[config.mk]
export PLATFORM = sky130hd
export DESIGN_NAME = writeback_arbiter
export DESIGN_NICKNAME = d
export VERILOG_FILES = /design/src/rtl/writeback_arbiter.sv
export SDC_FILE = /design/constraint.sdc
export NUM_CORES = 1
export LEC_CHECK = 0
export CORE_ASPECT_RATIO = 1.25
export CORE_MARGIN = 2
export CORE_UTILIZATION = 45
export CTS_CLUSTER_SIZE = 20
export DETAILED_ROUTE_END_ITERATION = 10
export PLACE_DENSITY = 0.87
export SYNTH_ARGS = -nofsm -noshare
export SYNTH_HDL_FRONTEND = slang
export SYNTH_SLANG_ARGS = --single-unit
[constraint.sdc]
create_clock -name CLK -period 2.8 [get_ports CLK]
set_clock_uncertainty 0.15 [all_clocks]
set_input_delay 0.56 -clock CLK [delete_from_list [all_inputs] [get_ports CLK]]
set_output_delay 0.56 -clock CLK [all_outputs]
set_load 0.02 [all_outputs]
[src/rtl/writeback_arbiter.sv]
// writeback_arbiter: register-file write master; ALU results win the port, long-latency results queue in a FIFO.
// Optional WB_BYPASS_EN macro adds a combinational bypass of the in-flight write onto the decode operands.
module writeback_arbiter #(
  parameter int DEPTH = 4,
  parameter int DW    = 32,
  parameter int AW    = 5
) (
  input  logic                         CLK,
  input  logic                         Reset,
  input  logic                         alu_valid,
  input  logic [AW-1:0]                alu_rd,
  input  logic [DW-1:0]                alu_data,
  input  logic                         lsu_valid,
  output logic                         lsu_ready,
  input  logic [AW-1:0]                lsu_rd,
  input  logic [DW-1:0]                lsu_data,
  output logic                         wre,
  output logic [AW-1:0]                rd,
  output logic [DW-1:0]                di,
  output logic [$clog2(DEPTH+1)-1:0]   fifo_count,
  input  logic [AW-1:0]                rs1,
  input  logic [AW-1:0]                rs2,
  input  logic [DW-1:0]                rf_do1,
  input  logic [DW-1:0]                rf_do2,
  output logic [DW-1:0]                fwd_do1,
  output logic [DW-1:0]                fwd_do2
);

  localparam int CW = $clog2(DEPTH + 1);
  localparam int PW = $clog2(DEPTH);

  logic [AW-1:0] mem_rd   [DEPTH];
  logic [DW-1:0] mem_data [DEPTH];
  logic [PW-1:0] wr_ptr;
  logic [PW-1:0] rd_ptr;

  logic aluv;
  logic push;
  logic pop;

  // Register 0 is hardwired; writes to it are dropped at both entry points.
  assign aluv      = alu_valid && (alu_rd != '0);
  assign lsu_ready = (fifo_count != CW'(DEPTH));
  assign push      = lsu_valid && lsu_ready && (lsu_rd != '0);
  assign pop       = !aluv && (fifo_count != '0);

  always_ff @(posedge CLK) begin
    if (push) begin
      mem_rd[wr_ptr]   <= lsu_rd;
      mem_data[wr_ptr] <= lsu_data;
    end
  end

  always_ff @(posedge CLK or posedge Reset) begin
    if (Reset) begin
      wr_ptr     <= '0;
      rd_ptr     <= '0;
      fifo_count <= '0;
    end else begin
      if (push) wr_ptr <= wr_ptr + PW'(1);
      if (pop)  rd_ptr <= rd_ptr + PW'(1);
      case ({push, pop})
        2'b10:   fifo_count <= fifo_count + CW'(1);
        2'b01:   fifo_count <= fifo_count - CW'(1);
        default: fifo_count <= fifo_count;
      endcase
    end
  end

  // rd/di keep their last value on idle cycles; only wre drops.
  always_ff @(posedge CLK or posedge Reset) begin
    if (Reset) begin
      wre <= 1'b0;
      rd  <= '0;
      di  <= '0;
    end else if (aluv) begin
      wre <= 1'b1;
      rd  <= alu_rd;
      di  <= alu_data;
    end else if (pop) begin
      wre <= 1'b1;
      rd  <= mem_rd[rd_ptr];
      di  <= mem_data[rd_ptr];
    end else begin
      wre <= 1'b0;
    end
  end

`ifdef WB_BYPASS_EN
  assign fwd_do1 = (wre && (rd == rs1) && (rs1 != '0)) ? di : rf_do1;
  assign fwd_do2 = (wre && (rd == rs2) && (rs2 != '0)) ? di : rf_do2;
`else
  logic unused_rs;
  assign unused_rs = ^{rs1, rs2};
  assign fwd_do1   = rf_do1;
  assign fwd_do2   = rf_do2;
`endif

endmodule
Word level (Yosys, flattened, before mapping). Memory sizes are Yosys's and may differ from the RTL's. Index checks and enable logic that the tools add are counted.

Reduce and logical (&&, ||, !) cells: 10. Add/sub/neg operators: 4. Eq/ne operators: 3. Multiplexer cells: 9.

Operators with widths (number): 32-bit two-way mux (2); 5-bit two-way mux (2); 5-bit nonzero test (2); 3-bit one-hot mux with 2 select lines (1); 2-bit by 1-bit adder with 2-bit output (second input constant) (2); 1-bit logical AND (4); 1-bit two-way mux (4); 2-bit nonzero test (2); 3-bit by 1-bit adder with 3-bit output (second input constant) (1); 3-bit != test (second input constant) (1); 3-bit nonzero test (1); 3-bit by 1-bit subtractor with 3-bit output (second input constant) (1); 2-bit by 1-bit == test with 1-bit output (second input constant) (1); 2-bit == test (second input constant) (1); 1-bit zero test (1).

Logic and storage cells: 34. Memories: 2. Bits in registers: 45. RAM bits: 148. Output and inout port bits: 106. Bits of input ports: 152.

Memories: mem_data (depth 4, width 32, rd ports 1, clocked after memory_dff 0, write ports 1, RTL line 33) `logic [DW-1:0] mem_data [DEPTH];`; mem_rd (depth 4, width 5, rd ports 1, clocked after memory_dff 0, write ports 1, RTL line 32) `logic [AW-1:0] mem_rd [DEPTH];`.

Logic depth before layout (Yosys ltp). Gate-level depths: netlist of run 1.

Depth after elaboration: 6. Mapped depth: 10. Gate-level depth less buffers: 10.

Least setup slack after synthesis of run 1. OpenSTA, ideal clock, no wires.

Kind: input to register. Start: input alu_rd[3]. End: register fifo_count[2]. Path buffers: 0. Required time: 2.570 ns. Setup time: 0.080 ns. Cell stages on the path: 9. Data arrival time: 2.422 ns. Path slack: 0.148 ns. Cell sequence: or4_1 > o21ai_2 > and2_1 > ha_1 > inv_1 > fa_1 > xor2_1 > nor2_1 > xor2_1.

Word-level cells in the longest chain between the ends: 6. Elaborated cells on any way between the ends: 8. Classes of those cells: eq/ne (2); mux (1); reduce/logical (5).

Ends and longest elaborated chain: start: declaration (RTL line 11) `input logic [AW-1:0] alu_rd,`; 5-bit nonzero test * (RTL line 42) `assign aluv = alu_valid && (alu_rd != '0);`; 1-bit logical AND * (RTL line 42); 1-bit zero test * (RTL line 45) `assign pop = !aluv && (fifo_count != '0);`; 1-bit logical AND * (RTL line 45); net pop (RTL line 39) `logic pop;`; 2-bit by 1-bit == test with 1-bit output or 2-bit == test (tied branches) (RTL line 62) `case ({push, pop})`; 3-bit one-hot mux with 2 select lines or 2-bit nonzero test (tied branches); end signal: assignment (RTL line 63) `2'b10: fifo_count <= fifo_count + CW'(1);`; end signal: assignment (RTL line 64) `2'b01: fifo_count <= fifo_count - CW'(1);`; end signal: assignment (RTL line 65) `default: fifo_count <= fifo_count;`; end: declaration (RTL line 20) `output logic [$clog2(DEPTH+1)-1:0] fifo_count,`.

Mark *: on every way through the listed nets, which the timed path passes. The rest lies on a longest branch. A chain may end at the register's enable or synchronous reset.

Worst setup path in the final report of run 1. Ends and elaborated chain as after synthesis.

==> parameters.txt, run 1 <==
Parameter                              Value

Status
  Run status    finished clean

Logic synthesis
  Top cells by area in the synthesized netlist    sky130_fd_sc_hd__edfxtp_1, sky130_fd_sc_hd__dfrtp_1, sky130_fd_sc_hd__mux4_2, sky130_fd_sc_hd__buf_4, sky130_fd_sc_hd__nand2_1
  Synthesized-area fraction occupied by adder cells    1.04%
  Syn Nets    around 660
  Fraction of the mapped netlist area in compound gates    approximately 3.2%
  Distinct cell type count of the synthesized netlist    25
  Flip-flop cell with the highest count after synthesis    sky130_fd_sc_hd__edfxtp_1
  Number of warning messages in the yosys log    0
  Netlist area before placement    approximately 0.0079 mm^2
  Share of flip-flops with an asynchronous set or reset    23.3%
  Area share of the largest cell type after synthesis    56.0%
  Xor/xnor cell area share of the yosys netlist    0.662%
  Library cell occupying the most area in the post-synthesis netlist    sky130_fd_sc_hd__edfxtp_1
  Mean post-synth cell area    15.9 um^2
  Number of synthesized flops with an enable pin    148
  Mux contribution to synthesized area    10.8%
  Portion of the post-synthesis area used by sequential elements    between 70% and 80%
  Fraction of the mapped netlist area in simple logic gates    under 10%
  Number of cells produced by synthesis    500
  Combinational family with the most area after synthesis    multiplexers
  Synth Register Bits    193

Routing
  Antenna Violating Nets Remaining    0
  Number of DRC markers after the initial detailed-route iteration    238
  Total via count in the routed design    4401
  Detailed-route wire length    19.2 mm
  Total DRC errors in the routed layout    0
  Total iterations of the first detailed-routing run    5
  Wire length per cell after detailed routing    23.8 um
  Via count normalized by instance count    between 5 and 6

Final layout
  Area growth syn-to-layout    20.8%
  Ratio of cells with drive above 1 in the final layout    16.9%
  Fillers    between 1000 and 1500
  Final net count    725
  Commonest non-fill, non-tap cell in the layout    sky130_fd_sc_hd__edfxtp_1
  Most used cells in the layout excluding fill and tap cells    sky130_fd_sc_hd__edfxtp_1, sky130_fd_sc_hd__clkdlybuf4s50_1, sky130_fd_sc_hd__nand2_1

Clock tree
  Number of levels in the clock H-tree    4
  Inserted Clock Buffers    17
  Clock sinks    193
  Clock tree from TritonCTS    done
  Maximum clock path buffer count    2
  Clock transition at the registers of the reported paths    0.08 ns
  Post-CTS setup-driven buffer insertion count    0
  Worst skew pair latency    around 0.43 ns
  CTS root buf    sky130_fd_sc_hd__clkbuf_16

Global route
  Global-route wire length before repair    28.1 mm
  Remaining global-route overflow    0
  Overall Global Routing Usage    between 20% and 30%
  Number of global-route vias before repair    4685
  Antenna violations before repair    1
  Pin count of the biggest net entering global routing    just under 80

Floorplanning
  Floorplan row count    54
  Initial Util    45.7%
  Die area    0.0187 mm^2
  I/O pins    ~260
  Core area    0.0174 mm^2
  Width of the die    around 120 um
  Vert. Die Dim    roughly 150 um

Setup path
  Setup slack of the worst register-to-register path    0.61 ns
  Worst path most repeated cell    sky130_fd_sc_hd__xor2_1
  Number of cells on the worst reg-to-reg path    6
  Critical Path End    fifo_count[2]
  Maximum fanout encountered on the critical timing path    2
  Critical path startpoint category    input pin
  FF-to-FF End    fifo_count[1]
  Worst flop-to-flop path startpoint    fifo_count[2]
  Slowest cell delay on critical path    0.55 ns
  Critical-path top delay cell    sky130_fd_sc_hd__or4_4
  Cells along the critical path    clkdlybuf4s50_1, or4_4, o21ai_4, and2_1, ha_1, inv_1, fa_1, xor2_1, nor2_1, xor2_1
  Endpoint arrival time on the critical path    2.83 ns
  WS Path Type    input pin to register
  Worst setup path startpoint    alu_rd[3]
  Data required time at the worst endpoint    3.00 ns
  Critical path capture point type    register

STA
  Setup Viol. Count Final    0
  Hold_ws    0.273 ns
  Post-route fraction of the period consumed by the critical path    93.8%
  Final worst slack    0.173 ns
  Minimum period implied by the final worst setup slack    2.63 ns
  Highest achievable clock rate    0.381 GHz
  Worst-Margin Slew    1.00 ns
  Slew Limit Headroom    33.3%
  Final max-slew violation count    0
  Final hold violations    0
  Setup repair after global routing missed its margin    false

Power
  Worst vdd ir    approximately 0.48 mV
  Static leakage    3.39 nW
  Power density relative to cell area    about 1000 mW/mm^2

Place
  Detailed placement HPWL    13.4 mm
  Pre-CTS setup slack    -0.340 ns
  GP Congestion    a little over 0.8
  Count of port buffers added during placement    119

Worst hold path
  Min-delay worst type    input pin to register

Job
  Total of max-cap violations    0
area by class of cell:
class                   instances  area, um^2  share of cell area (%)
well taps                     224         280                    2.92
flip-flops and latches        193        5570                    58.1
clock inverters                14         131                    1.37
clock buffers                  18         429                    4.48
multi-input cells             212        1760                    18.3
repair buffers                136        1390                    14.5
diodes                          1        2.50                  0.0261
inverters                       7        26.3                   0.274
synthesized netlist by cell type, types with 2 or more instances:
master / instances
sky130_fd_sc_hd__buf_4: 66
sky130_fd_sc_hd__buf_6: 2
sky130_fd_sc_hd__and2_1: 5
sky130_fd_sc_hd__buf_2: 12
sky130_fd_sc_hd__a32oi_1: 2
sky130_fd_sc_hd__nand3_1: 4
sky130_fd_sc_hd__nor2_1: 36
sky130_fd_sc_hd__a31oi_1: 35
sky130_fd_sc_hd__mux4_2: 37
sky130_fd_sc_hd__or4_1: 2
sky130_fd_sc_hd__edfxtp_1: 148
sky130_fd_sc_hd__ha_1: 5
sky130_fd_sc_hd__inv_1: 7
sky130_fd_sc_hd__xnor2_1: 3
sky130_fd_sc_hd__xor2_1: 3
sky130_fd_sc_hd__clkbuf_1: 8
sky130_fd_sc_hd__dfrtp_1: 45
sky130_fd_sc_hd__nand2_1: 73
worst max-delay path, delay by kind of cell:
kind | cells | cell delay (ns)
fa+ha+maj | 2 | 0.55
buf+inv | 2 | 0.48
compound gates | 1 | 0.14
xor+xnor | 2 | 0.29
simple gates | 3 | 0.82
cells by family (layout without fill, tap and decap cells):
group,Yosys count,count (layout)
other,0,1
buffers and inverters,95,175
AO/OA/AOI/OAI,39,39
adder cells (fa/ha/maj),6,6
multiplexers,39,39
XOR/XNOR,6,6
flip-flops,193,193
AND/OR/NAND/NOR,122,122
power breakdown:
part           internal [mW]  switching, mW
registers               3.82          0.378
clock network           1.24           1.07
logic                   1.51           1.56
total                   6.57           3.00
routing by layer:
layer | global-route usage (%) | wire length, um
met5 | 4.89 | 120
met4 | 10.7 | 883
met3 | 9.24 | 2030
met1 | 21.3 | 6300
met2 | 35.9 | 9870
flip-flops by register name, summed over array words and instances (netlist names):
signal and flops:
rd 5, fifo_count 3, wr_ptr 2, mem_data 128, mem_rd 20, wre 1
di 32, rd_ptr 2
worst min path at each step:
stage | startpoint | end | cells past startpoint
after floorplan | wr_ptr[1] | wr_ptr[1] | 1
after global routing | lsu_rd[0] | mem_rd[1][0] | 1
final | lsu_rd[0] | mem_rd[1][0] | 1
after CTS | Reset | di[17] | 2
after global placement | rd[0] | rd[0] | 2
after detailed placement | rd[0] | rd[0] | 2
stage by stage:
stage / util, % / cell area, um^2 / total power, mW / std cells / TNS (ns)
floorplan: - / 7940 / 6.20 / 500 / 0
global placement: 51.9 / 9010 / 7.23 / 772 / -1.32
detailed placement: 51.9 / 9010 / 7.37 / 772 / -7.37
CTS: 55.1 / 9570 / 9.70 / 804 / 0
global route: 55.2 / 9590 / 10.1 / 804 / 0
finish: 55.2 / 9590 / 9.57 / 805 / 0
what timing repair did:
action,CTS,global route
endpoints found under the hold margin,0,0
setup endpoints to repair,0,1
hold buffers,0,0
resized for setup,0,5
(Power assumes the default switching activity.)
==> run 2: changes to the inputs <==
Settings changed: CTS_CLUSTER_SIZE 20 to default, RECOVER_POWER from default to 100.
==> parameters.txt, run 2 (synthesis results as in run 1) <==
Parameter                              Value

Routing
  Number of DRC markers after the initial detailed-route iteration    270
  Total DRC errors in the routed layout    0
  Detailed-route wire length    19.1 mm
  Antenna Violating Nets Remaining    0
  Wire length per cell after detailed routing    23.7 um
  Total iterations of the first detailed-routing run    4
  Via count normalized by instance count    5.37
  Total via count in the routed design    around 4300

Final layout
  Final net count    725
  Area growth syn-to-layout    19.4%
  Most used cells in the layout excluding fill and tap cells    sky130_fd_sc_hd__edfxtp_1, sky130_fd_sc_hd__dlygate4sd3_1, sky130_fd_sc_hd__nand2_1
  Fillers    1360
  Multi-input logic area    0.00175 mm^2
  Reg with most FFs    mem_data
  Top Registers    mem_data (128), di (32), mem_rd (20)
  Ratio of cells with drive above 1 in the final layout    15.7%
  Commonest non-fill, non-tap cell in the layout    sky130_fd_sc_hd__edfxtp_1
  Flip-flop count of the largest register after layout    around 130
  Area occupied by registers    ~0.0056 mm^2

Setup path
  Worst flop-to-flop path startpoint    fifo_count[0]
  Setup slack of the worst register-to-register path    0.54 ns
  Maximum fanout encountered on the critical timing path    2
  Critical-path top delay cell    sky130_fd_sc_hd__or4_4
  Slowest cell delay on critical path    0.55 ns
  Endpoint arrival time on the critical path    roughly 2.8 ns
  Worst setup path startpoint    alu_rd[3]
  FF-to-FF End    mem_data[3][16]
  Worst path most repeated cell    sky130_fd_sc_hd__xor2_1
  Cells along the critical path    clkdlybuf4s50_1, or4_4, o21ai_4, and2_1, ha_1, inv_1, fa_1, xor2_1, nor2_1, xor2_1
  Data required time at the worst endpoint    3.00 ns
  Number of cells on the worst reg-to-reg path    6
  Critical Path End    fifo_count[2]
  Critical path startpoint category    input pin
  WS Path Type    input pin to register
  Critical path capture point type    register

Clock tree
  Inserted Clock Buffers    17
  Clock transition at the registers of the reported paths    0.08 ns
  CTS root buf    sky130_fd_sc_hd__clkbuf_16
  Maximum clock path buffer count    2
  Total of hold buffers inserted after clock tree synthesis    0
  Worst skew pair latency    approximately 0.43 ns
  Clock sinks    193
  Clock tree from TritonCTS    done
  Post-CTS setup-driven buffer insertion count    0
  Number of gates resized after cts    0
  Number of levels in the clock H-tree    4

Global route
  Antenna violations before repair    2
  Pin count of the biggest net entering global routing    77
  Global-route wire length before repair    28.1 mm
  Remaining global-route overflow    0
  Number of global-route vias before repair    between 4000 and 5000
  Overall Global Routing Usage    21.1%

STA
  Highest achievable clock rate    0.380 GHz
  Final worst slack    0.166 ns
  Final hold violations    0
  Post-route fraction of the period consumed by the critical path    a little over nine tenths
  Setup repair after global routing missed its margin    false
  Setup Viol. Count Final    0
  Slew Limit Headroom    33.7%
  Worst-Margin Slew    approximately 1 ns
  Final max-slew violation count    0
  Hold_ws    0.282 ns
  Minimum period implied by the final worst setup slack    2.63 ns

Floorplanning
  Initial Util    45.7%
  Vert. Die Dim    ~150 um
  I/O pins    ~260
  Die area    0.0187 mm^2
  Width of the die    around 120 um
  Floorplan row count    54
  Core area    around 0.017 mm^2

Power
  Power density relative to cell area    990 mW/mm^2
  Static leakage    between 3 and 4 nW
  Worst vdd ir    about 0.48 mV

Place
  Pre-CTS setup slack    -0.340 ns
  GP Congestion    0.813
  Detailed placement HPWL    13.4 mm
  Count of port buffers added during placement    119

Status
  Run status    finished clean

Job
  Total of max-cap violations    0

Worst hold path
  Min-delay worst type    input pin to register
-- run 2: cell count changes in the layout (fill, tap and decap cells not counted), moves of 3 or more --
cell                              before  now
sky130_fd_sc_hd__dlymetal6s2s_1        3    0
sky130_fd_sc_hd__clkbuf_1              1    5
sky130_fd_sc_hd__dlygate4sd3_1         0   76
sky130_fd_sc_hd__buf_4                12    6
sky130_fd_sc_hd__clkbuf_4              0    5
sky130_fd_sc_hd__clkdlybuf4s50_1     116   40
sky130_fd_sc_hd__and2_0                0    4
sky130_fd_sc_hd__and2_2                4    0
sky130_fd_sc_hd__buf_12                5    0
sky130_fd_sc_hd__clkbuf_2              0    5
-- run 2: per-stage QoR --
step	cells	power, mW	utilization [%]	TNS [ns]	instance area (um^2)
2_1_floorplan	500	6.20	-	0	7940
3_3_place_gp	772	7.23	51.9	-1.32	9010
3_5_place_dp	772	7.37	51.9	-7.37	9010
4_1_cts	804	9.70	55.1	0	9570
5_1_grt	805	9.88	54.6	0	9480
6_report	806	9.38	54.6	0	9480
-- run 2: metal layers --
layer | vias to the layer above | track usage (%) | wire, um
met5 | - | 4.89 | 120
met3 | 45 | 9.24 | 2030
met1 | 2170 | 21.3 | 6280
met2 | 188 | 35.9 | 9970
li1 | 1926 | - | -
met4 | 2 | 10.7 | 740
-- run 2: critical path, delay by kind of cell --
| family | cells | cell delay [ns] |
|---|---|---|
| AO/OA/AOI/OAI | 1 | 0.14 |
| XOR/XNOR | 2 | 0.29 |
| adder cells (fa/ha/maj) | 2 | 0.55 |
| buffers and inverters | 2 | 0.48 |
| AND/OR/NAND/NOR | 3 | 0.82 |
-- run 2: worst min-delay path by stage --
stage / endpoint / cells after the start / start / slack (ns)
finish: mem_rd[2][0] / 1 / lsu_rd[0] / 0.28
floorplan: wr_ptr[1] / 1 / wr_ptr[1] / 0.38
detailed placement: rd[0] / 2 / rd[0] / 0.37
CTS: di[17] / 2 / Reset / 0.35
global route: mem_rd[0][3] / 1 / lsu_rd[3] / 0.27
global placement: rd[0] / 2 / rd[0] / 0.35
-- run 2: power by group --
group          internal, mW  switching [mW]
combinational          1.34            1.55
clock                  1.24            1.07
sequential             3.83           0.363
total                  6.41            2.98
-- run 2: layout make-up --
cell class / count / area share (%)
clock buffer: 18 / 4.53
inverter: 7 / 0.277
multi-input combinational: 212 / 18.5
clock inverter: 14 / 1.39
sequential: 193 / 58.8
tap: 224 / 2.96
timing repair buffer: 136 / 13.5
antenna: 2 / 0.0528
==> run 3: changes to the inputs <==
Settings changed: ABC_AREA from default to 1, PLACE_DENSITY 0.87 to 0.85.
==> parameters.txt, run 3 <==
Parameter                              Value

Setup path
  Critical-path top delay cell    sky130_fd_sc_hd__dlygate4sd3_1
  Sum of buffers and inverters on the critical path    3
  Data required time at the worst endpoint    2.68 ns
  Endpoint arrival time on the critical path    2.51 ns
  Cells along the critical path    dlygate4sd3_1, nor3_1, nand2_1, nand3_1, clkbuf_1, nor2_4, clkbuf_2
  Critical path capture point type    register
  WS Path Type    input pin to register
  Slowest cell delay on critical path    0.57 ns
  Critical path startpoint category    input pin
  Kind of cell adding the most delay to the critical path    buffers and inverters
  Maximum fanout encountered on the critical timing path    22

Place
  Detailed placement HPWL    15.3 mm
  GP Congestion    0.750
  Count of port buffers added during placement    119
  Placed Instances    1211

Floorplanning
  Core area    ~0.020 mm^2
  Die area    0.0212 mm^2
  Initial Util    46.2%
  Floorplan row count    57
  Width of the die    131 um
  I/O pins    258
  Vert. Die Dim    162 um

Clock tree
  Post-CTS setup-driven buffer insertion count    0
  Total of hold buffers inserted after clock tree synthesis    0
  Clock transition at the registers of the reported paths    0.07 ns
  Clock tree from TritonCTS    done
  Number of levels in the clock H-tree    4
  CTS root buf    sky130_fd_sc_hd__clkbuf_16
  Inserted Clock Buffers    17
  Maximum clock path buffer count    2
  Clock sinks    193
  Worst skew pair latency    0.43 ns
  Number of gates resized after cts    0

Logic synthesis
  Number of warning messages in the yosys log    0
  Number of synthesized flops with an enable pin    148
  Library cell occupying the most area in the post-synthesis netlist    sky130_fd_sc_hd__edfxtp_1
  Distinct cell type count of the synthesized netlist    25
  Portion of the post-synthesis area used by sequential elements    about three fifths
  Top cells by area in the synthesized netlist    sky130_fd_sc_hd__edfxtp_1, sky130_fd_sc_hd__dfrtp_1, sky130_fd_sc_hd__nand3_1, sky130_fd_sc_hd__nand2_1, sky130_fd_sc_hd__inv_1
  Syn Nets    1073
  Synth Register Bits    193
  Share of flip-flops with an asynchronous set or reset    23.3%
  Netlist area before placement    0.00902 mm^2
  Area share of the largest cell type after synthesis    49.3%
  Mean post-synth cell area    9.86 um^2
  Commonest cells in the netlist    sky130_fd_sc_hd__nand3_1, sky130_fd_sc_hd__nand2_1, sky130_fd_sc_hd__inv_1
  Flip-flop cell with the highest count after synthesis    sky130_fd_sc_hd__edfxtp_1
  Number of cells produced by synthesis    915
  Most repeated cell in the gate-level netlist after synthesis    sky130_fd_sc_hd__nand3_1

Routing
  Total via count in the routed design    between 6000 and 7000
  Wire length per cell after detailed routing    about 19 um
  Via count normalized by instance count    roughly 5.2
  Number of DRC markers after the initial detailed-route iteration    ~470
  Total DRC errors in the routed layout    0
  Detailed-route wire length    23.4 mm
  Antenna Violating Nets Remaining    0
  Total iterations of the first detailed-routing run    9

Power
  Worst vdd ir    0.543 mV
  Power density relative to cell area    964 mW/mm^2
  Static leakage    approximately 4.7 nW
  Final Power    roughly 10 mW

STA
  Worst-Margin Slew    0.850 ns
  Final max-slew violation count    0
  Highest achievable clock rate    0.381 GHz
  Post-route fraction of the period consumed by the critical path    93.7%
  Minimum period implied by the final worst setup slack    2.62 ns
  Setup Viol. Count Final    0
  Final hold violations    0
  Slew Limit Headroom    43.3%
  Setup repair after global routing missed its margin    false

Global route
  Pin count of the biggest net entering global routing    78
  Remaining global-route overflow    0
  Overall Global Routing Usage    about 22%
  Antenna violations before repair    3
  Number of global-route vias before repair    ~6300
  Global-route wire length before repair    34.6 mm

Job
  Total of max-cap violations    0

Status
  Run status    finished clean

Final layout
  Top Registers    mem_data (128), di (32), mem_rd (20)
  Reg with most FFs    mem_data
  Commonest non-fill, non-tap cell in the layout    sky130_fd_sc_hd__nand3_1
  Final net count    1123
  Area growth syn-to-layout    16.8%
  Ratio of cells with drive above 1 in the final layout    approximately 6.6%
  Most used cells in the layout excluding fill and tap cells    sky130_fd_sc_hd__nand3_1, sky130_fd_sc_hd__nand2_1, sky130_fd_sc_hd__inv_1
  Post-route insts no fill    1245
  Flip-flop count of the largest register after layout    between 100 and 150

Worst hold path
  Min-delay worst type    register to register
==> run 3: changes by cell type after synthesis, sizes merged, moves of 5 or more <==
cell,previous run,this run
nor2,36,7
mux4,37,0
nand3,4,224
a31oi,35,0
inv,7,163
nand2,73,201
and2,5,0
buf,80,104
==> run 3: layer usage <==
layer / part of all wire (%) / GRT usage [%]
met1: 32 / 22.1
met5: 0 / 0
met4: 5.5 / 13.6
met2: 51 / 38.2
met3: 12 / 10.1
==> run 3: worst min-delay path: stages, from the launching register on <==
cell and delay (ns):
sky130_fd_sc_hd__dfrtp_1 0.34, sky130_fd_sc_hd__nand3_1 0.07, sky130_fd_sc_hd__nand3_1 0.07
==> run 3: cell families after synthesis <==
group | after synthesis | synth area share (%)
and+or+nand+nor | 436 | 21.8
buffers and inverters | 274 | 15.1
DFF | 193 | 61.8
adders and majority gates | 6 | 0.916
AOI/OAI and AO/OA | 3 | 0.166
xor gates and xnor gates | 3 | 0.291
==> run 3: power by group <==
group / total [mW] / switching, mW / internal, mW
logic: 3.70 / 2.45 / 1.25
registers: 4.11 / 0.270 / 3.84
clock network: 2.35 / 1.06 / 1.29
==> run 3: path summary, 6_finish.rpt <==
path,from,endpoint,slack (ns),cells after the start
max,lsu_rd[2],mem_data[2][20],0.18,7
min,di[18],di[18],0.37,2
max reg2reg,fifo_count[0],mem_data[2][20],0.36,6
min reg2reg,di[18],di[18],0.37,2
max in group asynchronous,Reset,rd_ptr[0],0.53,3
min in group asynchronous,Reset,di[22],0.59,2
==> run 3: stage by stage <==
stage | hold WS [ns] | util (%) | worst slack (ns) | instance area [um^2] | setup TNS, ns
final | 0.365 | 53.9 | 0.176 | 10500 | 0
after global routing | 0.395 | 53.9 | 0.0912 | 10500 | 0
after CTS | 0.325 | 54.5 | 0.244 | 10600 | 0
after detailed placement | 0.361 | 51.5 | 0.0338 | 10100 | 0
after global placement | 0.353 | 51.5 | 0.0910 | 10100 | 0
after floorplan | 0.342 | - | -0.479 | 9020 | -70.89
==> run 3: cell type report <==
class	count	area, um^2
fillers	1651	9000
clock buffers	19	453
well taps	265	332
multi-input cells	448	2100
flip-flops and latches	193	5570
diodes	3	7.51
clock inverters	12	123
repair buffers	142	1340
inverters	163	612
==> patch 1: new RTL, flow settings as in run 2 <==
The parameter `DEPTH` goes from 4 to 16.
--- a/src/rtl/writeback_arbiter.sv
+++ b/src/rtl/writeback_arbiter.sv
@@ -2,5 +2,5 @@
 // Optional WB_BYPASS_EN macro adds a combinational bypass of the in-flight write onto the decode operands.
 module writeback_arbiter #(
-  parameter int DEPTH = 4,
+  parameter int DEPTH = 16,
   parameter int DW    = 32,
   parameter int AW    = 5
Interface: changed (resized fifo_count); port bits go from 258 to 260. No check against the original RTL was run, so the function may have changed too.
==> patch 1 against run 2 <==
  * Clock power grew to 3.3 times the old value
  * Combinational power grew to 3.3 times the old value
  * Final area grew to 3.2 times the old value
  * Setup slack lost 0.11 ns
  * Highest routed layer unchanged
  * Sequential cell count grew 450
  * Cell count grew to 2.8 times the old value
  * Sequential share of layout area grew 4.2 points
  * Area after synthesis grew to 3.2 times the old value
  * Wire length grew to 3.4 times the old value
  * Largest cell class unchanged
  * Total power grew to 3.1 times the old value
==> patch 1: results (changes against run 2) <==
[timing]
tightestPinTransition_ns=0.902  ; was 0.995 ns
post-route-min-period_ns=2.74  ; was 2.63 ns

[setup_path]
regToRegStartpoint=fifo_count[0]$_DFFE_PP0P_  ; unchanged
reg2regPathDepth=7  ; was 6
reg2reg_to=mem_data[15][3]$_DFFE_PP_  ; was mem_data[3][16]$_DFFE_PP_
slowest_stage=clkdlybuf4s50_1  ; was or4_4
crit_arrival_ns=2.88  ; was 2.84 ns
crit_path_max_incr_delay_ns=0.61  ; was 0.55 ns
crit_fanout=17  ; was 2
r2r_slack_ns=0.09  ; was 0.54 ns

[clock_tree]
clockBufferDepth=3  ; was 2
cts_made_buffers=57  ; was 17
root_buffer=clkbuf_16  ; unchanged
h-tree-depth=2  ; was 4
path_clk_slew_ns=0.07
clock_latency_ns=0.61  ; was 0.43 ns

[power_and_ir_drop]
ir_drop_mv=0.549  ; was 0.475 mV
leakage_nw=9.79  ; was 3.32 nW

[cells_and_area]
nNetsFinal=1633  ; was 725
reg_top3=mem_data (512), mem_rd (80), di (32)  ; was mem_data (128), di (32), mem_rd (20)
nFillCells=4196  ; was 1360
drive_gt1_share_pct=28.9  ; was 15.7%

[synth]
synth_fp_nets=1457  ; was 658
synthTopCellsByArea=edfxtp_1, mux4_2, dfrtp_1  ; was edfxtp_1, dfrtp_1, mux4_2
ys_warn_count=0  ; unchanged
synth_edf_count=592  ; was 148
ys_top_cells_by_count=edfxtp_1, mux4_2, nor3_1  ; was edfxtp_1, nand2_1, buf_4
async_reset_ff_share_pct=7.93  ; was 23.3%
synth_cell_types=47  ; was 25
ys.flop_type=edfxtp_1  ; unchanged
ys_seq_area_share_pct=74.1  ; was 70.2%

[route]
via_per_inst=5.98  ; was 5.37
drt_iter0_markers=1643  ; was 270
drt_wl_total_um=64600  ; was 19100 um
drt_first_pass_iters=5  ; was 4

[hold_path]
holdPathEnd=rd[2]$_DFFE_PP0P_  ; was mem_rd[2][0]$_DFFE_PP_
min_path_cells=3  ; was 1
min_path_type=input pin to register  ; unchanged
min_from=alu_rd[2]  ; was lsu_rd[0]

[placement]
gp_congestion=0.793  ; was 0.813
io_buffers=121  ; was 119
dp_hpwl_um=38900  ; was 13400 um
dp_slack_ns=-0.511  ; was -0.340 ns

[global_route]
grtUsageTotal_pct=21.8  ; was 21.1%
grt_pass1_wl_um=94600  ; was 28100 um
antenna_found_initial=5  ; was 2
grt_max_degree=49  ; was 77
grt_pass1_vias=14275  ; was 4685

[outcome]
status=completed  ; unchanged

[run]
max-cap-violations=0  ; unchanged

## patch 1: layer usage
layer / vias up / GRT usage, % / routed length, um / share of wire [%]
met5: - / 0 / 41 / 0.063
met4: 6 / 11.3 / 3370 / 5.2
met3: 222 / 3.34 / 5570 / 8.6
met2: 829 / 36.9 / 32600 / 50
met1: 6966 / 27.3 / 23000 / 36
li1: 5558 / - / - / -
## patch 1: what timing repair did
| item | CTS | global route |
|---|---|---|
| gates resized for setup | 3 | 1 |
| endpoints found under the setup margin | 1 | 4 |
| setup buffers | 0 | 9 |
| gates cloned | 0 | 0 |
## patch 1: metrics by stage
step	hold WS (ns)	std cells	cell area, um^2	power [mW]	setup TNS, ns
after floorplan	0.424	1297	25900	18.5	-8.76
after global placement	0.358	2155	28800	21.8	-178.66
after detailed placement	0.370	2155	28800	22.1	-214.86
after CTS	0.157	2260	30600	29.8	0
after global routing	0.279	2269	30300	30.3	0
final	0.247	2271	30300	29.4	0
## patch 1: worst max-delay path, delay by kind of cell
family / cells / cell delay (ns)
and+or+nand+nor: 3 / 1.06
buffers and inverters: 4 / 1.02
AOI/OAI and AO/OA: 1 / 0.23
## patch 1: cell families (layout without fill, tap and decap cells)
family          Yosys count  in the layout  synth area share (%)
compound gates           40             40                  1.17
xor+xnor                 13             13                 0.443
fa+ha+maj                 8              8                 0.389
buf+inv                 151            373                  3.64
flops                   643            643                  74.1
mux                     224            224                  15.9
other cells               0              2                     0
simple gates            218            218                  4.41
## patch 1: layout make-up
type | instances | area, um^2 | area share [%]
flip-flops and latches | 643 | 19100 | 63.0
multi-input cells | 503 | 5850 | 19.3
repair buffers | 255 | 2580 | 8.52
clock buffers | 72 | 1510 | 5.00
well taps | 750 | 938 | 3.10
clock inverters | 33 | 267 | 0.880
inverters | 13 | 56.3 | 0.186
diodes | 2 | 5.00 | 0.0165
## patch 1: how the worst max path moves through the flow
stage | start | endpoint | cells after the start
floorplan | fifo_count[1]$_DFFE_PP0P_ | fifo_count[4]$_DFFE_PP0P_ | 12
global placement | alu_rd[2] | fifo_count[4]$_DFFE_PP0P_ | 12
detailed placement | alu_rd[2] | fifo_count[4]$_DFFE_PP0P_ | 12
CTS | rd_ptr[2]$_DFFE_PP0P_ | di[23]$_DFFE_PP0P_ | 6
global route | lsu_rd[1] | fifo_count[4]$_DFFE_PP0P_ | 11
finish | lsu_rd[3] | mem_data[4][21]$_DFFE_PP_ | 8
## patch 1: power by group
part           switching [mW]  total [mW]  internal [mW]
registers               0.645        12.4           11.7
logic                    4.90        9.44           4.54
clock network            3.50        7.55           4.05
==> patch 2: new RTL, settings of run 2 <==
Made on the original files. Make the reset (`Reset`) synchronous in 2 clocked blocks.
--- a/src/rtl/writeback_arbiter.sv
+++ b/src/rtl/writeback_arbiter.sv
@@ -52,5 +52,5 @@
   end
 
-  always_ff @(posedge CLK or posedge Reset) begin
+  always_ff @(posedge CLK) begin
     if (Reset) begin
       wr_ptr     <= '0;
@@ -69,5 +69,5 @@
 
   // rd/di keep their last value on idle cycles; only wre drops.
-  always_ff @(posedge CLK or posedge Reset) begin
+  always_ff @(posedge CLK) begin
     if (Reset) begin
       wre <= 1'b0;
Function: differs if Reset is asserted again (counterexample within 4 cycles, from zero or initial values and one cycle with Reset high); with Reset held inactive, the same outputs for 4 cycles.
==> patch 2 against run 2 <==
  * Global-route usage is 0.71 points higher
  * Synthesized cell count increased by 3.8%
  * Register-to-register slack lost 0.33 ns
  * Sequential cell count grew 2
  * Wire length rose by 5.2%
  * Area after synthesis shrank 0.32%
  * Via count is 5.8% higher
  * Total power fell by 13%
  * Setup slack got worse by 0.14 ns
  * Largest cell class unchanged
  * Final area is 1.2% higher
  * First-iteration DRC count fell by 21%
==> patch 2: results (changes against run 2) <==
[placement]
dp_slack_ns=-0.512  ; was -0.340 ns
dp_hpwl_um=14100  ; was 13400 um
gp_congestion=0.777  ; was 0.813

[synth]
ys_top_cells_by_count=edfxtp_1, buf_4, dfxtp_1  ; was edfxtp_1, nand2_1, buf_4
synth_adder_area_share_pct=1.04  ; about the same
ys_seq_area_share_pct=68.1  ; was 70.2%
synthTopCellsByArea=edfxtp_1, dfxtp_1, mux4_2  ; was edfxtp_1, dfrtp_1, mux4_2
synth_cell_types=33  ; was 25
synth_xor_area_share_pct=0.332  ; was 0.662%
synth_mux_area_share_pct=10.8  ; about the same
synth-compound-area-share_pct=6.78  ; was 3.22%

[global_route]
use_met3_pct=10.5  ; was 9.24%
grt_use_met2_pct=37.8  ; was 35.9%
grtUsageTotal_pct=21.8  ; was 21.1%
globalRouteMet1Util_pct=21.7  ; was 21.3%
grt_max_degree=47  ; was 77
grt_pass1_vias=4844  ; was 4685
antenna_found_initial=1  ; was 2
grt_pass1_wl_um=29400  ; was 28100 um

[clock_tree]
clock_latency_ns=0.42

[setup_path]
crit_path_start=lsu_rd[3]  ; was alu_rd[3]
r2r_slack_ns=0.21  ; was 0.54 ns
regToRegStartpoint=fifo_count[2]$_SDFFE_PP0P_  ; was fifo_count[0]$_DFFE_PP0P_
crit_arrival_ns=2.98  ; was 2.84 ns

[timing]
fmax_mhz=360  ; was 380 MHz
fin_worst_hold_slack_ns=0.320  ; was 0.282 ns

[route]
via_per_inst=5.50  ; was 5.37
drt_wl_total_um=20100  ; was 19100 um
drt_iter0_markers=213  ; was 270

[cells_and_area]
nNetsFinal=753  ; was 725
reg_top3=mem_data (128), di (32), mem_rd (20)  ; unchanged

[power_and_ir_drop]
leakage_nw=3.31  ; was 3.32 nW
ir_drop_mv=0.382  ; was 0.475 mV

[hold_path]
min_from=alu_rd[0]  ; was lsu_rd[0]

[outcome]
status=completed  ; unchanged

## patch 2: cell count changes after synthesis, sizes merged, moves of 2 or more
cell / delta
xnor2: -2
nand2: -36
a211oi: +35
o21ai: +2
dfrtp: -45
a32oi: -2
dfxtp: +47
a31oi: -35
nor2: +6
a21oi: +42
nand3: -3
a22oi: +2
clkbuf: +5
## patch 2: layout make-up
class                      instances  area (um^2)
tap                              224          280
clock inverter                     7         53.8
fill                            1352         7770
clock buffer                      25          549
timing repair buffer             150         1390
multi-input combinational        224         1900
antenna                            1         2.50
sequential                       195         5390
inverter                           7         26.3
## patch 2: critical path: stages
cell and delay, ns:
clkdlybuf4s50_1 0.42, or4_4 0.49, o211a_1 0.26, inv_2 0.08
ha_1 0.16, inv_1 0.07, fa_2 0.34, xor2_1 0.15
or3_1 0.31, a21oi_1 0.15
## patch 2: path summary, 6_finish.rpt
path / to / cells after the start
worst max register to register: fifo_count[2]$_SDFFE_PP0P_ / 9
worst min register to register: register / 2
worst min-delay path: rd[0]$_SDFFE_PP0P_ / 3
worst max-delay path: fifo_count[2]$_SDFFE_PP0P_ / 10
## patch 2: power by group
part           switching (mW)  internal (mW)
combinational            1.17          0.900
clock                    1.02           1.38
sequential              0.183           3.50
## patch 2: through the flow
step                      cell area [um^2]  util, %  total power, mW  setup TNS (ns)  cells
after floorplan                       7930        -             5.16          -0.171    519
after global placement                9110     52.4             5.87           -1.12    798
after detailed placement              9110     52.4             5.96           -1.36    798
after CTS                             9730     56.0             8.38               0    831
after global routing                  9590     55.2             8.52               0    832
final                                 9590     55.2             8.15               0    833
## patch 2: logic make-up (layout without fill, tap and decap cells)
group / after synthesis / after routing
buffers and inverters: 100 / 189
and+or+nand+nor: 91 / 91
adders and majority gates: 6 / 6
AOI/OAI and AO/OA: 85 / 85
xor gates and xnor gates: 3 / 3
muxes: 39 / 39
DFF: 195 / 195
other: 0 / 1
## patch 2: per-layer routing
layer / share of wire, % / wire (um)
met1: 31 / 6340
met2: 53 / 10600
met3: 12 / 2450
met4: 3.7 / 754
met5: 0 / 0
## patch 2: repair_timing
| item | in CTS | in global routing |
|---|---|---|
| setup endpoints to repair | 1 | 1 |
| pin swaps | 1 | 4 |
| resized for setup | 3 | 5 |
| setup buffers | 1 | 1 |
